===== config.mk =====
export PLATFORM = sky130hd
export DESIGN_NAME = qam16_slicer_demap_flat
export DESIGN_NICKNAME = d
export VERILOG_FILES = /design/src/rtl/qam_pkg.sv /design/src/rtl/qam16_slicer_demap_if.sv /design/src/rtl/qam_bit_serializer.sv /design/src/rtl/qam16_slicer_demap.sv /design/src/flat_wrapper.sv
export SDC_FILE = /design/constraint.sdc
export NUM_CORES = 1
export LEC_CHECK = 0
export ABC_AREA = 0
export BUFFER_PORTS_ARGS = -buffer_cell sky130_fd_sc_hd__buf_2
export CORE_MARGIN = 1.5
export CORE_UTILIZATION = 43
export CTS_CLUSTER_DIAMETER = 30
export CTS_CLUSTER_SIZE = 40
export DETAILED_ROUTE_END_ITERATION = 7
export GPL_TIMING_DRIVEN = 0
export HOLD_SLACK_MARGIN = 0.03
export PLACE_DENSITY = 0.62
export SLEW_MARGIN = 0
export SYNTH_ARGS = -nofsm -noshare
export SYNTH_HDL_FRONTEND = slang
export SYNTH_SLANG_ARGS = --single-unit

===== constraint.sdc =====
create_clock -name clk -period 6.05 [get_ports clk]
set_input_delay 0.3025 -clock clk [delete_from_list [all_inputs] [get_ports clk]]
set_output_delay 0.3025 -clock clk [all_outputs]
set_load 0.02 [all_outputs]

===== src/rtl/qam_pkg.sv =====
// Shared types, widths and helper functions for the 16QAM slicer/demapper.
package qam_pkg;

  localparam int unsigned SYM_W    = 18;
  localparam int unsigned SYM_BITS = 4;
  localparam int unsigned CNT_W    = 3;

  typedef logic [SYM_BITS-1:0]    sym_t;
  typedef logic signed [SYM_W-1:0] samp_t;
  typedef logic [SYM_W-1:0]        mag_t;

  // Per-axis Gray code: +3 -> 00, +1 -> 01, -1 -> 11, -3 -> 10
  function automatic logic [1:0] gray_map(input logic sign, input logic inner);
    return {sign, inner};
  endfunction

  // Magnitude with the most negative code clamped to the largest positive value
  function automatic mag_t abs_sat(input samp_t x);
    mag_t u;
    u = mag_t'(x);
    if (u == {1'b1, {(SYM_W-1){1'b0}}}) begin
      return {1'b0, {(SYM_W-1){1'b1}}};
    end else if (u[SYM_W-1]) begin
      return ~u + mag_t'(1);
    end else begin
      return u;
    end
  endfunction

endpackage


===== src/rtl/qam16_slicer_demap_if.sv =====
// Baseband symbol stream: I/Q samples qualified by a one-cycle strobe.
interface qam16_slicer_demap_if;
  import qam_pkg::*;

  samp_t di;
  samp_t dq;
  logic  sync;

  modport master (output di, dq, sync);
  modport slave  (input  di, dq, sync);
endinterface


===== src/rtl/qam_bit_serializer.sv =====
// Shifts each demapped symbol out MSB first, one bit per clock, flagging overruns.
module qam_bit_serializer
  import qam_pkg::*;
(
  input  logic clk,
  input  logic rst,
  input  sym_t i_sym,
  input  logic i_sym_valid,
  output logic o_bit_out,
  output logic o_bit_valid,
  output logic o_overrun
);

  logic [SYM_BITS-1:0] r_shift;
  logic [CNT_W-1:0]    r_cnt;     // bits left including the one on o_bit_out
  logic                r_bit_out;
  logic                r_bit_valid;
  logic                r_overrun;

  // Load on a new symbol (no gap after the last bit), otherwise shift until empty
  always_ff @(posedge clk) begin
    if (rst) begin
      r_shift     <= '0;
      r_cnt       <= '0;
      r_bit_out   <= 1'b0;
      r_bit_valid <= 1'b0;
      r_overrun   <= 1'b0;
    end else begin
      if (i_sym_valid) begin
        r_bit_out   <= i_sym[SYM_BITS-1];
        r_shift     <= {i_sym[SYM_BITS-2:0], 1'b0};
        r_cnt       <= CNT_W'(SYM_BITS);
        r_bit_valid <= 1'b1;
        if (r_cnt > CNT_W'(1)) begin
          r_overrun <= 1'b1;
        end
      end else if (r_cnt > CNT_W'(1)) begin
        r_bit_out <= r_shift[SYM_BITS-1];
        r_shift   <= {r_shift[SYM_BITS-2:0], 1'b0};
        r_cnt     <= r_cnt - CNT_W'(1);
      end else if (r_cnt == CNT_W'(1)) begin
        r_bit_out   <= 1'b0;
        r_bit_valid <= 1'b0;
        r_cnt       <= '0;
      end
    end
  end

  assign o_bit_out   = r_bit_out;
  assign o_bit_valid = r_bit_valid;
  assign o_overrun   = r_overrun;

endmodule


===== src/rtl/qam16_slicer_demap.sv =====
// 16QAM hard-decision slicer with adaptive threshold, Gray demap and bit serializer.
module qam16_slicer_demap
  import qam_pkg::*;
#(
  parameter int unsigned AVG_LOG2 = 8,
  parameter logic [17:0] THR_INIT = 18'd16384
) (
  input  logic                   clk,
  input  logic                   rst,
  qam16_slicer_demap_if.slave    in_if,
  output sym_t                   sym,
  output logic                   sym_valid,
  output logic                   bit_out,
  output logic                   bit_valid,
  output logic [SYM_W-1:0]       thresh,
  output logic                   overrun
);

  localparam int unsigned ACC_W = 19 + AVG_LOG2;

  mag_t                r_ai;
  mag_t                r_aq;
  logic                r_si;
  logic                r_sq;
  logic                r_cap_vld;

  sym_t                r_sym;
  logic                r_sym_valid;
  mag_t                r_thresh;
  logic [ACC_W-1:0]    r_acc;
  logic [AVG_LOG2-1:0] r_cnt;

  logic [ACC_W-1:0]    w_sum;
  mag_t                w_thr_new;

  // Capture magnitudes and signs of the strobed sample
  always_ff @(posedge clk) begin
    if (rst) begin
      r_ai      <= '0;
      r_aq      <= '0;
      r_si      <= 1'b0;
      r_sq      <= 1'b0;
      r_cap_vld <= 1'b0;
    end else begin
      r_cap_vld <= in_if.sync;
      if (in_if.sync) begin
        r_ai <= abs_sat(in_if.di);
        r_aq <= abs_sat(in_if.dq);
        r_si <= in_if.di[SYM_W-1];
        r_sq <= in_if.dq[SYM_W-1];
      end
    end
  end

  // Block sum including the symbol being sliced; mean |x| per axis is sum/2^(AVG_LOG2+1)
  assign w_sum     = r_acc + ACC_W'(r_ai) + ACC_W'(r_aq);
  assign w_thr_new = SYM_W'(w_sum >> (AVG_LOG2 + 1));

  // Slice against the current threshold and update the averaging block
  always_ff @(posedge clk) begin
    if (rst) begin
      r_sym       <= '0;
      r_sym_valid <= 1'b0;
      r_thresh    <= THR_INIT;
      r_acc       <= '0;
      r_cnt       <= '0;
    end else begin
      r_sym_valid <= r_cap_vld;
      if (r_cap_vld) begin
        r_sym <= {gray_map(r_si, r_ai < r_thresh), gray_map(r_sq, r_aq < r_thresh)};
        if (r_cnt == '1) begin
          r_thresh <= w_thr_new;
          r_acc    <= '0;
          r_cnt    <= '0;
        end else begin
          r_acc <= w_sum;
          r_cnt <= r_cnt + AVG_LOG2'(1);
        end
      end
    end
  end

  qam_bit_serializer u_ser (
    .clk         (clk),
    .rst         (rst),
    .i_sym       (r_sym),
    .i_sym_valid (r_sym_valid),
    .o_bit_out   (bit_out),
    .o_bit_valid (bit_valid),
    .o_overrun   (overrun)
  );

  assign sym       = r_sym;
  assign sym_valid = r_sym_valid;
  assign thresh    = r_thresh;

endmodule


===== src/flat_wrapper.sv =====
// flat-port wrapper written by rule: the top's interface ports become plain ports
module qam16_slicer_demap_flat import qam_pkg::*;
#(
  parameter int unsigned AVG_LOG2 = 8,
  parameter logic [17:0] THR_INIT = 18'd16384
)
  (clk, rst, sym, sym_valid, bit_out, bit_valid, thresh, overrun, in_if_di, in_if_dq, in_if_sync);
  qam16_slicer_demap_if in_if_i ();
  input  logic clk;
  input  logic rst;
  output sym_t sym;
  output logic sym_valid;
  output logic bit_out;
  output logic bit_valid;
  output logic [SYM_W-1:0] thresh;
  output logic overrun;
  input wire logic [$bits(in_if_i.di)-1:0] in_if_di;
  input wire logic [$bits(in_if_i.dq)-1:0] in_if_dq;
  input wire logic [$bits(in_if_i.sync)-1:0] in_if_sync;
  assign in_if_i.di = in_if_di;
  assign in_if_i.dq = in_if_dq;
  assign in_if_i.sync = in_if_sync;
  qam16_slicer_demap #(.AVG_LOG2(AVG_LOG2), .THR_INIT(THR_INIT)) u_core (.clk(clk), .rst(rst), .in_if(in_if_i), .sym(sym), .sym_valid(sym_valid), .bit_out(bit_out), .bit_valid(bit_valid), .thresh(thresh), .overrun(overrun));
endmodule

==> impl_metrics.ini <==
[status]
outcome = complete, no violations

[detailed_routing]
vias = 6480
wl_met1_microns = 9370
dr_wl_met2_microns = 9590
wl_microns = 20600
first_pass_iters = 5
routedWlPerCell_microns = 18.3
route.detailed.drc = 0
ant_nets = 0
dr.max_layer_used = met4
vias_per_cell = 5.73
drtIter0Drc = 519
wl_met3_microns = 1180

[yosys]
synth-main-ff-cell = dfxtp_1
synth_edf_count = 0
synthCells = 837
synth_cell_type_count = 62
synth_nets = 952
async_flop_share = 0
avgSynthCellArea_sq_um = 8.45
synth_area_sq_um = 7080
synth_seq_cells = 106
ys_warn_count = 0
ys_seq_area_frac = 0.300

[die]
core_sq_um = 16000
dieArea_sq_um = 17200
rows = 46
io_pins = 65
die_h_microns = 131
initial_core_util = 0.442
fp.dieW_microns = 131

[sta]
slew_violations = 0
finalCriticalPeriod_ns = 3.98
holdWs_ns = 0.232
fin_crit_sh = 0.658
setup-violations-final = 0
max_freq_mhz = 251
fin_skew_ns = 0.0100
slew_headroom = 0.327
rsz0062_at_grt = false
fin_setup_tns_ns = 0
hold_viol = 0
worstMarginPinSlew_ns = 0.984

[cells_and_area]
nets = 1024
layout_commonest_cell = dfxtp_1
mostFrequentLayoutCells = dfxtp_1, nor2_1, buf_2, a21oi_1, nand2_1
syn2layout_area_growth_pct = 12.0
final_util = 0.495
layout-drive-gt1-share = 0.105
instances_no_fill = 1130
n_antenna_cell = 0

[clocking]
worstSkewPairLatency_ns = 0.36
cts_sinks = 106
cts_resized = 0
hold_buffers = 0
clk_pin_slew_ns = 0.07
h-tree-depth = 3
cts_setup_buffers = 0
tritoncts = yes
root_buffer = clkbuf_16
cts_made_buffers = 9
cts_buffer_depth = 2

[place]
dp_cells = 1114
dp_hpwl_microns = 16000
place_congestion = 0.921
io_buffer_count = 61

[setup_path]
worstPathRequired_ns = 6.30
startpoint_type = register
cpMostUsedCell = inv_1
cp_top_family = compound AO/OA/AOI/OAI gates
path_cells = inv_1 -> fa_1 -> inv_1 -> ha_1 -> inv_1 -> fa_1 -> nor2b_1 -> o211ai_1 -> a2111oi_0 -> nor3b_1 -> nor3_1 -> mux2_2 -> nor4_1
path_class = register to register
cp_num_buf_inv = 3
max_stage_delay_ns = 0.89
endpoint_kind = register
path_max_fanout = 3
cp_data_arrival_time_ns = 4.24
cpMaxStageDelayCell = a2111oi_0

[global_routing]
grt_max_degree = 18
antenna_found_initial = 0
grt_pass1_wl_microns = 32600
grt_pass1_vias = 6084
overflow = 0
track_usage = 0.241

[power]
p_leak_nw = 3.19
irDropWorstVdd_mv = 0.147
fin_total_pwr_mw = 1.79
power_density_nw_per_um2 = 226

[flow_run]
cap_viol_max_count = 0

[min_path]
min_path_type = input pin to register
==> through the flow <==
stage,worst slack [ns],instance area (sq um)
after floorplan,2.94,7080
after global placement,2.15,7650
after detailed placement,2.12,7650
after CTS,2.08,7920
after global routing,1.79,7920
final,2.07,7920
==> cells in the mapped netlist (5+ instances only) <==
cell,count,share of area
a211oi_1,29,0.031
a211oi_2,10,0.018
a21o_1,19,0.020
a21oi_1,61,0.043
a22oi_1,8,0.0085
a31oi_1,7,0.0062
and2_1,5,0.0044
and3_1,6,0.0053
clkbuf_1,40,0.021
dfxtp_1,106,0.30
fa_1,19,0.054
ha_1,57,0.10
inv_1,40,0.021
mux2i_1,13,0.018
nand2_1,59,0.031
nand2b_1,10,0.0088
nand3_1,20,0.014
nand4_1,15,0.013
nand4b_1,7,0.0087
nor2_1,85,0.045
nor2b_1,9,0.0080
nor3_1,15,0.011
nor4_1,7,0.0062
o211ai_1,10,0.011
o21ai_0,41,0.029
o31ai_1,9,0.0095
or3_1,10,0.0088
or4_1,7,0.0074
xnor2_1,12,0.015
xor2_1,33,0.041
==> logic make-up after synthesis <==
logic type | synth area share
adders and majority gates | 0.155
AOI/OAI and AO/OA | 0.221
DFF | 0.300
buffers and inverters | 0.0497
and+or+nand+nor | 0.199
xor gates and xnor gates | 0.0557
muxes | 0.0200
==> sequential cells by signal (all words and copies together) (netlist names) <==
name / count
u_core.r_cap_vld: 1
u_core.r_si: 1
u_core.u_ser.o_bit_valid: 1
u_core.sym_valid: 1
u_core.thresh: 18
u_core.u_ser.r_cnt: 3
u_core.r_sq: 1
u_core.u_ser.o_bit_out: 1
u_core.r_cnt: 8
u_core.r_ai: 18
u_core.sym: 4
u_core.u_ser.r_shift: 3
u_core.r_acc: 27
u_core.r_aq: 18
u_core.u_ser.o_overrun: 1
==> final timing paths <==
path,startpoint,endpoint,slack [ns],cells after the start
max,u_core.r_aq[0],u_core.r_acc[25],2.07,13
min reg2reg,u_core.u_ser.o_overrun,u_core.u_ser.o_overrun,0.45,2
max reg2reg,u_core.r_aq[0],u_core.r_acc[25],2.07,13
min,in_if_dq[0],u_core.r_aq[0],0.23,3
==> layer usage <==
layer | vias to the layer above | track usage
met3 | 35 | 0.0347
met4 | 0 | 0.0827
met2 | 206 | 0.397
li1 | 3204 | -
met5 | - | 0
met1 | 3035 | 0.324
==> worst register-to-register path: stages, from the launching register on <==
cell	delay, ns
dfxtp_1	0.38
inv_1	0.07
fa_1	0.39
inv_1	0.07
ha_1	0.15
inv_1	0.05
fa_1	0.42
nor2b_1	0.18
o211ai_1	0.16
a2111oi_0	0.89
nor3b_1	0.21
nor3_1	0.27
mux2_2	0.36
nor4_1	0.28
==> layout make-up <==
class                           count  area, sq um
Multi-Input combinational cell    644         4600
Sequential cell                   106         2120
Tap cell                          216          270
Inverter                           41          154
Clock inverter                      5         37.5
Timing Repair Buffer               61          305
Clock buffer                       11          233
Buffer                             46          198
Fill cell                        1611         8080
==> where the power goes <==
| part | switching [mW] | leakage, nW | internal, mW |
|---|---|---|---|
| combinational | 0.266 | 2.19 | 0.180 |
| sequential | 0.0453 | 0.867 | 0.737 |
| clock | 0.279 | 0.127 | 0.282 |
(Power assumes the default switching activity.)
